==> config.mk <==
export PLATFORM = sky130hd
export DESIGN_NAME = core_pipe_wb
export DESIGN_NICKNAME = d
export VERILOG_FILES = /design/src/rtl/core_defs.sv /design/src/rtl/core_wb_loadext.sv /design/src/rtl/core_pipe_wb.sv
export SDC_FILE = /design/constraint.sdc
export NUM_CORES = 1
export LEC_CHECK = 0
export CAP_MARGIN = 20
export CORE_ASPECT_RATIO = 0.8
export CORE_MARGIN = 4
export CORE_UTILIZATION = 45
export DETAILED_ROUTE_END_ITERATION = 8
export GPL_ROUTABILITY_DRIVEN = 1
export PLACE_DENSITY = 0.67
export SLEW_MARGIN = 10
export SYNTH_ARGS = -nofsm -noshare
export SYNTH_HDL_FRONTEND = slang
export SYNTH_SLANG_ARGS = --single-unit
==> constraint.sdc <==
create_clock -name clk -period 2.5 [get_ports clk]
set_clock_uncertainty 0.05 [all_clocks]
set_input_delay 0.375 -clock clk [delete_from_list [all_inputs] [get_ports clk]]
set_output_delay 0.375 -clock clk [all_outputs]
set_load 0.05 [all_outputs]
==> src/rtl/core_defs.sv <==
// Shared definitions for the core pipeline: widths, RAM size codes,
// write-back FSM states and the instruction record WB holds.
package core_defs;

  localparam int XLEN = 32;
  localparam int REGW = 5;

  // RAM access size encodings (3 also means word)
  localparam logic [1:0] SZ_BYTE = 2'd0;
  localparam logic [1:0] SZ_HALF = 2'd1;
  localparam logic [1:0] SZ_WORD = 2'd2;

  typedef enum logic [0:0] {
    IDLE     = 1'b0,
    WAIT_RAM = 1'b1
  } wb_state_e;

  // Everything WB needs to commit one instruction later
  typedef struct packed {
    logic [REGW-1:0] rd;
    logic            write_rd;
    logic            load;
    logic [1:0]      size;
    logic            load_unsigned;
    logic [XLEN-1:0] pc;
    logic            jmp;
    logic            link;
    logic [XLEN-1:0] link_addr;
    logic [XLEN-1:0] value;
    logic            computed;
  } wb_instr_t;

endpackage

==> src/rtl/core_wb_loadext.sv <==
// Load data size selection and sign/zero extension of right-aligned RAM data.
module core_wb_loadext
  import core_defs::*;
#(
  parameter int XLEN_P = core_defs::XLEN
) (
  input  logic [1:0]        size_i,
  input  logic              unsigned_i,
  input  logic [XLEN_P-1:0] din_i,
  output logic [XLEN_P-1:0] dout_o
);

  // Byte/half are extended from the low bits; word sizes pass through
  always_comb begin
    dout_o = din_i;
    case (size_i)
      SZ_BYTE: dout_o = unsigned_i ? {{(XLEN_P-8){1'b0}}, din_i[7:0]}
                                   : {{(XLEN_P-8){din_i[7]}}, din_i[7:0]};
      SZ_HALF: dout_o = unsigned_i ? {{(XLEN_P-16){1'b0}}, din_i[15:0]}
                                   : {{(XLEN_P-16){din_i[15]}}, din_i[15:0]};
      default: dout_o = din_i;
    endcase
  end

endmodule

==> src/rtl/core_pipe_wb.sv <==
// Write-back stage: waits for load data, picks the write-back value and
// drives the register-file write port and PC redirect. A one-entry pending
// slot catches the instruction MEM may launch as WB starts waiting on a load.
module core_pipe_wb
  import core_defs::*;
#(
  parameter int XLEN = core_defs::XLEN,
  parameter int REGW = core_defs::REGW
) (
  input  logic            clk,
  input  logic            rst_n,
  input  logic            mem_validout,
  output logic            wb_allowin,
  input  logic [REGW-1:0] mem_rd,
  input  logic            mem_write_rd,
  input  logic            mem_result_mem_load,
  input  logic [1:0]      mem_ram_size,
  input  logic            mem_load_unsigned,
  input  logic [XLEN-1:0] mem_result_pc,
  input  logic            mem_result_jmp,
  input  logic            mem_result_link,
  input  logic [XLEN-1:0] mem_result_link_addr,
  input  logic [XLEN-1:0] mem_result_value,
  input  logic            mem_result_computed,
  input  logic            ram_done,
  input  logic [XLEN-1:0] ram_dout,
  output logic            wb_reg_we,
  output logic [REGW-1:0] wb_reg_waddr,
  output logic [XLEN-1:0] wb_reg_wdata,
  output logic            wb_pc_redirect,
  output logic [XLEN-1:0] wb_pc_target,
  output logic            wb_retire,
  output logic            wb_busy,
  output logic [REGW-1:0] wb_busy_rd,
  output logic            wb_overflow
);

  wb_state_e       state_q, state_d;
  wb_instr_t       held_q, held_d;
  wb_instr_t       slot_q, slot_d;
  logic            slot_valid_q, slot_valid_d;
  logic            overflow_q, overflow_d;
  logic            allowin_q, we_q, redirect_q, retire_q, busy_q;
  logic [REGW-1:0] waddr_q, busy_rd_q;
  logic [XLEN-1:0] wdata_q, target_q;

  wb_instr_t       in_instr, arr, commit_in;
  logic            arr_valid, commit, write_en;
  logic [XLEN-1:0] ext_data, wb_data;

  // Pack the MEM-stage fields into one record
  always_comb begin
    in_instr               = '0;
    in_instr.rd            = mem_rd;
    in_instr.write_rd      = mem_write_rd;
    in_instr.load          = mem_result_mem_load;
    in_instr.size          = mem_ram_size;
    in_instr.load_unsigned = mem_load_unsigned;
    in_instr.pc            = mem_result_pc;
    in_instr.jmp           = mem_result_jmp;
    in_instr.link          = mem_result_link;
    in_instr.link_addr     = mem_result_link_addr;
    in_instr.value         = mem_result_value;
    in_instr.computed      = mem_result_computed;
  end

  // Next-state: accept/commit in IDLE (pending slot first), wait for load data in WAIT_RAM
  always_comb begin
    state_d      = state_q;
    held_d       = held_q;
    slot_d       = slot_q;
    slot_valid_d = slot_valid_q;
    overflow_d   = overflow_q;
    commit       = 1'b0;
    commit_in    = held_q;
    arr          = in_instr;
    arr_valid    = 1'b0;
    case (state_q)
      IDLE: begin
        // A held slot is replayed as a fresh arrival; MEM should be stalled
        arr_valid    = slot_valid_q | mem_validout;
        arr          = slot_valid_q ? slot_q : in_instr;
        slot_valid_d = 1'b0;
        if (slot_valid_q && mem_validout) overflow_d = 1'b1;
        if (arr_valid) begin
          if (!arr.load || ram_done) begin
            commit    = 1'b1;
            commit_in = arr;
          end else begin
            held_d  = arr;
            state_d = WAIT_RAM;
          end
        end
      end
      WAIT_RAM: begin
        if (mem_validout) begin
          if (!slot_valid_q) begin
            slot_d       = in_instr;
            slot_valid_d = 1'b1;
          end else begin
            overflow_d = 1'b1;
          end
        end
        if (ram_done) begin
          commit    = 1'b1;
          commit_in = held_q;
          state_d   = IDLE;
        end
      end
      default: state_d = IDLE;
    endcase
  end

  core_wb_loadext #(.XLEN_P(XLEN)) u_loadext (
    .size_i     (commit_in.size),
    .unsigned_i (commit_in.load_unsigned),
    .din_i      (ram_dout),
    .dout_o     (ext_data)
  );

  // Write-back value (load > link > computed) and x0 suppression
  always_comb begin
    write_en = (commit_in.rd != '0) &&
               ((commit_in.load && commit_in.write_rd) || commit_in.link || commit_in.computed);
    if (commit_in.load)      wb_data = ext_data;
    else if (commit_in.link) wb_data = commit_in.link_addr;
    else                     wb_data = commit_in.value;
  end

  // State, slot and registered commit outputs
  always_ff @(posedge clk) begin
    if (!rst_n) begin
      state_q      <= IDLE;
      held_q       <= '0;
      slot_q       <= '0;
      slot_valid_q <= 1'b0;
      overflow_q   <= 1'b0;
      allowin_q    <= 1'b1;
      we_q         <= 1'b0;
      redirect_q   <= 1'b0;
      retire_q     <= 1'b0;
      busy_q       <= 1'b0;
      waddr_q      <= '0;
      busy_rd_q    <= '0;
      wdata_q      <= '0;
      target_q     <= '0;
    end else begin
      state_q      <= state_d;
      held_q       <= held_d;
      slot_q       <= slot_d;
      slot_valid_q <= slot_valid_d;
      overflow_q   <= overflow_d;
      allowin_q    <= (state_d == IDLE) && !slot_valid_d;
      we_q         <= commit && write_en;
      redirect_q   <= commit && commit_in.jmp;
      retire_q     <= commit;
      busy_q       <= (state_d == WAIT_RAM);
      busy_rd_q    <= (state_d == WAIT_RAM) ? held_d.rd : '0;
      if (commit && write_en) begin
        waddr_q <= commit_in.rd;
        wdata_q <= wb_data;
      end
      if (commit && commit_in.jmp) target_q <= commit_in.pc;
    end
  end

  assign wb_allowin     = allowin_q;
  assign wb_reg_we      = we_q;
  assign wb_reg_waddr   = waddr_q;
  assign wb_reg_wdata   = wdata_q;
  assign wb_pc_redirect = redirect_q;
  assign wb_pc_target   = target_q;
  assign wb_retire      = retire_q;
  assign wb_busy        = busy_q;
  assign wb_busy_rd     = busy_rd_q;
  assign wb_overflow    = overflow_q;

endmodule

==> results by group <==
Critical path
  • Worst-path cell chain: clkdlybuf4s50_1
  • WP data arrival: 1990 ps
  • Reg2reg path depth: 7
  • Worst setup EP type: primary output
  • Crit path max-delay family: buffers and inverters
  • CP max-delay cell: clkdlybuf4s50_1
  • Critical Path Start: wb_busy$_SDFF_PN0_
  • CP max stage delay: 910 ps
  • CP Depth: 1
  • Critical setup path kind: reg2out
  • Worst setup path endpoint: wb_busy
  • Setup slack, reg-to-reg: 230 ps
  • CP Buf/Inv Count: 1
  • Reg2reg start: slot_valid_q$_SDFF_PN0_
  • Reg2reg end: wb_reg_wdata[10]$_SDFFE_PN0P_
  • CP startpoint kind: flip-flop
  • Worst Path Required: 2080 ps
  • Worst-path fanout max: 8

Logic synthesis
  • Ys flop type: dfxtp_1
  • Distinct cells, synth: 48
  • Yosys warnings: 0
  • Yosys reg bits: 299
  • Post-synth EDFFs: 0
  • Post-synthesis net count: 1773
  • Post-synthesis sequential area ratio: 43.0%
  • Async set-reset flop share out of synthesis: 0%
  • Post-Synthesis Cells: 1628
  • Synth Area per Inst: 8.55 um2
  • Mapped cell area: 13900 um2

Pwr
  • PwrDens: 657 nW/um2
  • VDD IR-drop max: 0.514 mV
  • Clk network pwr share: 39.3%
  • Seq pwr share: 43.0%
  • NetSw: 3.25 mW
  • Leakage power: 5.89 nW
  • Int Pwr: 8.64 mW
  • Sw Ratio: 27.3%
  • Logic pwr share: 17.7%

Cells and area
  • Finished Layout Cells: 2263
  • Most common cell after layout, fill and taps aside: dfxtp_1
  • Most frequent cells in the layout: dfxtp_1 (296), nand2_1 (251), clkdlybuf4s50_1 (223), a211oi_1 (197), nor2_1 (189)
  • Layout cells sized above 1: 9.03%
  • Final nets: 1971
  • Design area: 18100 um2
  • Area Growth Syn to Fin: 30.1%

Route
  • Total wire length: 42.0 mm
  • Drt wl/cell: 18.6 um
  • Ratio of routed vias to standard cells: 5.55
  • Pre-Repair DR Iteration Count: 5
  • # DRC: 0
  • Initial drt markers: 1032
  • Vias: 12600
  • DRT antenna net count: 0

Global route
  • Total global routing track utilization: 23.9%
  • First-pass GRT wire length: 65.2 mm
  • Aggregate global routing overflow: 0
  • Largest net degree at the start of global routing: 87
  • Initial antenna violation count: 1
  • Vias in the first global route: 11600

Floorplan
  • CORE AREA: 30500 um2
  • IO Pins: 225
  • Chip height: 165 um
  • Full die area: 33800 um2
  • Initial Utilization: 45.7%
  • Row count: 57
  • Die X-Extent: 205 um

Clocking
  • Clock sink count: 299
  • Reg clk slew, reported paths: 60 ps
  • Bufs on Longest Clock Path: 3
  • Clk_lat worst skew: 580 ps
  • Num CTS Buffers: 31
  • Cts repair resizes: 0
  • Number of H-tree levels: 1
  • CTS tree: built
  • CTS root buf: clkbuf_16
  • Cts hold-fix bufs: 0
  • Post-CTS setup repair buffer count: 0

Timing
  • Unrepaired setup endpoints after global routing: no
  • Fmax: 0.414 GHz
  • Finish-stage setup viols: 0
  • Setup TNS: 0 ps
  • Fin crit period: 2410 ps
  • Hold WS: 355 ps
  • Worst-Margin Slew: 554 ps
  • Tcrit/Tclk final: 96.5%
  • Relative slew slack: 62.0%
  • Max-slew violations: 0
  • Final hold violations: 0

Place
  • Placed Area: 17100 um2
  • Placed Cells: 2206
  • Dpl hpwl: 29.2 mm
  • GPL Wtd Cong: 0.901
  • Port bufs: 224

Run
  • MaxCap Viol Count: 0

Run status
  • Outcome: finished, final reports clean

Hold path
  • Hold Path Class: in2reg
==> state kept, by name, summed over array words and instances, names as in the netlist <==
signal / cells
wb_reg_wdata: 32
wb_overflow: 1
wb_pc_target: 32
slot_q: 109
wb_pc_redirect: 1
slot_valid_q: 1
wb_busy: 1
wb_busy_rd: 5
wb_reg_waddr: 5
wb_allowin: 1
held_q: 109
wb_retire: 1
wb_reg_we: 1
==> per-stage QoR <==
stage / setup slack, ps / util (%) / total power [mW]
CTS: 68.9 / 59.4 / 12.0
global route: 35.7 / 59.4 / 12.4
floorplan: 230 / - / 6.37
detailed placement: -143 / 56.1 / 7.29
global placement: -120 / 56.1 / 7.26
finish: 86.6 / 59.4 / 11.9
==> worst min path at each step <==
stage | from | endpoint | slack (ps) | depth (start not counted)
CTS | mem_result_value[24] | slot_q[25]$_SDFFE_PN0P_ | 330 | 3
global placement | wb_pc_target[9]$_SDFFE_PN0P_ | wb_pc_target[9]$_SDFFE_PN0P_ | 390 | 2
global route | mem_result_value[23] | slot_q[24]$_SDFFE_PN0P_ | 350 | 3
detailed placement | wb_pc_target[14]$_SDFFE_PN0P_ | wb_pc_target[14]$_SDFFE_PN0P_ | 390 | 2
finish | mem_result_link_addr[23] | slot_q[56]$_SDFFE_PN0P_ | 350 | 3
floorplan | slot_q[103]$_SDFFE_PN0P_ | slot_q[103]$_SDFFE_PN0P_ | 390 | 2
==> layout make-up <==
| cell class | count | area [um2] |
|---|---|---|
| fill | 2680 | 12400 |
| multi-input combinational | 1169 | 7240 |
| sequential | 299 | 5990 |
| timing repair buffer | 318 | 3290 |
| clock buffer | 47 | 896 |
| tap | 413 | 517 |
| clock inverter | 9 | 126 |
| inverter | 7 | 31.3 |
| antenna | 1 | 2.50 |
==> logic make-up after synthesis <==
family | count (synthesis) | synth area share [%]
and+or+nand+nor | 516 | 15.5
DFF | 299 | 43.0
muxes | 174 | 12.5
buffers and inverters | 160 | 5.15
AOI/OAI and AO/OA | 479 | 23.8
==> power groups by stage <==
stage	Clock (mW)	Sequential, mW	Combinational [mW]
floorplan	0	5.45	0.916
global placement	0	5.20	2.06
detailed placement	0	5.21	2.08
CTS	4.76	5.10	2.09
global route	4.98	5.13	2.26
finish	4.67	5.10	2.11
==> cells in the mapped netlist, drive strengths merged (2+ instances only) <==
master | n | area share [%]
nand2b | 3 | 0.13
a211o | 2 | 0.13
nand2 | 252 | 6.8
inv | 7 | 0.19
o211a | 10 | 0.72
dfxtp | 299 | 43
nor2 | 192 | 5.2
o31ai | 2 | 0.24
a21oi | 155 | 5.6
nand3 | 5 | 0.22
mux2i | 173 | 12
o31a | 2 | 0.13
a211oi | 197 | 11
nor3b | 17 | 0.92
buf | 76 | 2.9
clkbuf | 77 | 2.1
o22ai | 16 | 0.72
nor3 | 8 | 0.40
o21ai | 15 | 0.59
o32ai | 24 | 1.6
o311ai | 2 | 0.38
o2111ai | 13 | 0.82
o211ai | 36 | 2.0
nor2b | 36 | 1.6
==> worst reg2reg max path, delay by kind of cell (launching register included) <==
kind / cells / cell delay, ps
flip-flops: 1 / 500
AO/OA/AOI/OAI: 2 / 480
multiplexers: 1 / 400
buffers and inverters: 2 / 390
AND/OR/NAND/NOR: 2 / 310
==> layer usage <==
| metal | share of wire, % | vias up | wire length [um] | global-route usage [%] |
|---|---|---|---|---|
| met4 | 1.3 | 2 | 535 | 4.02 |
| met2 | 41 | 384 | 17100 | 33.8 |
| met1 | 49 | 5874 | 20800 | 37.6 |
| li1 | - | 6250 | - | - |
| met3 | 8.7 | 41 | 3660 | 5.12 |
| met5 | 0.031 | - | 13 | 0 |
Note: power is estimated with default switching activity, not from simulation.
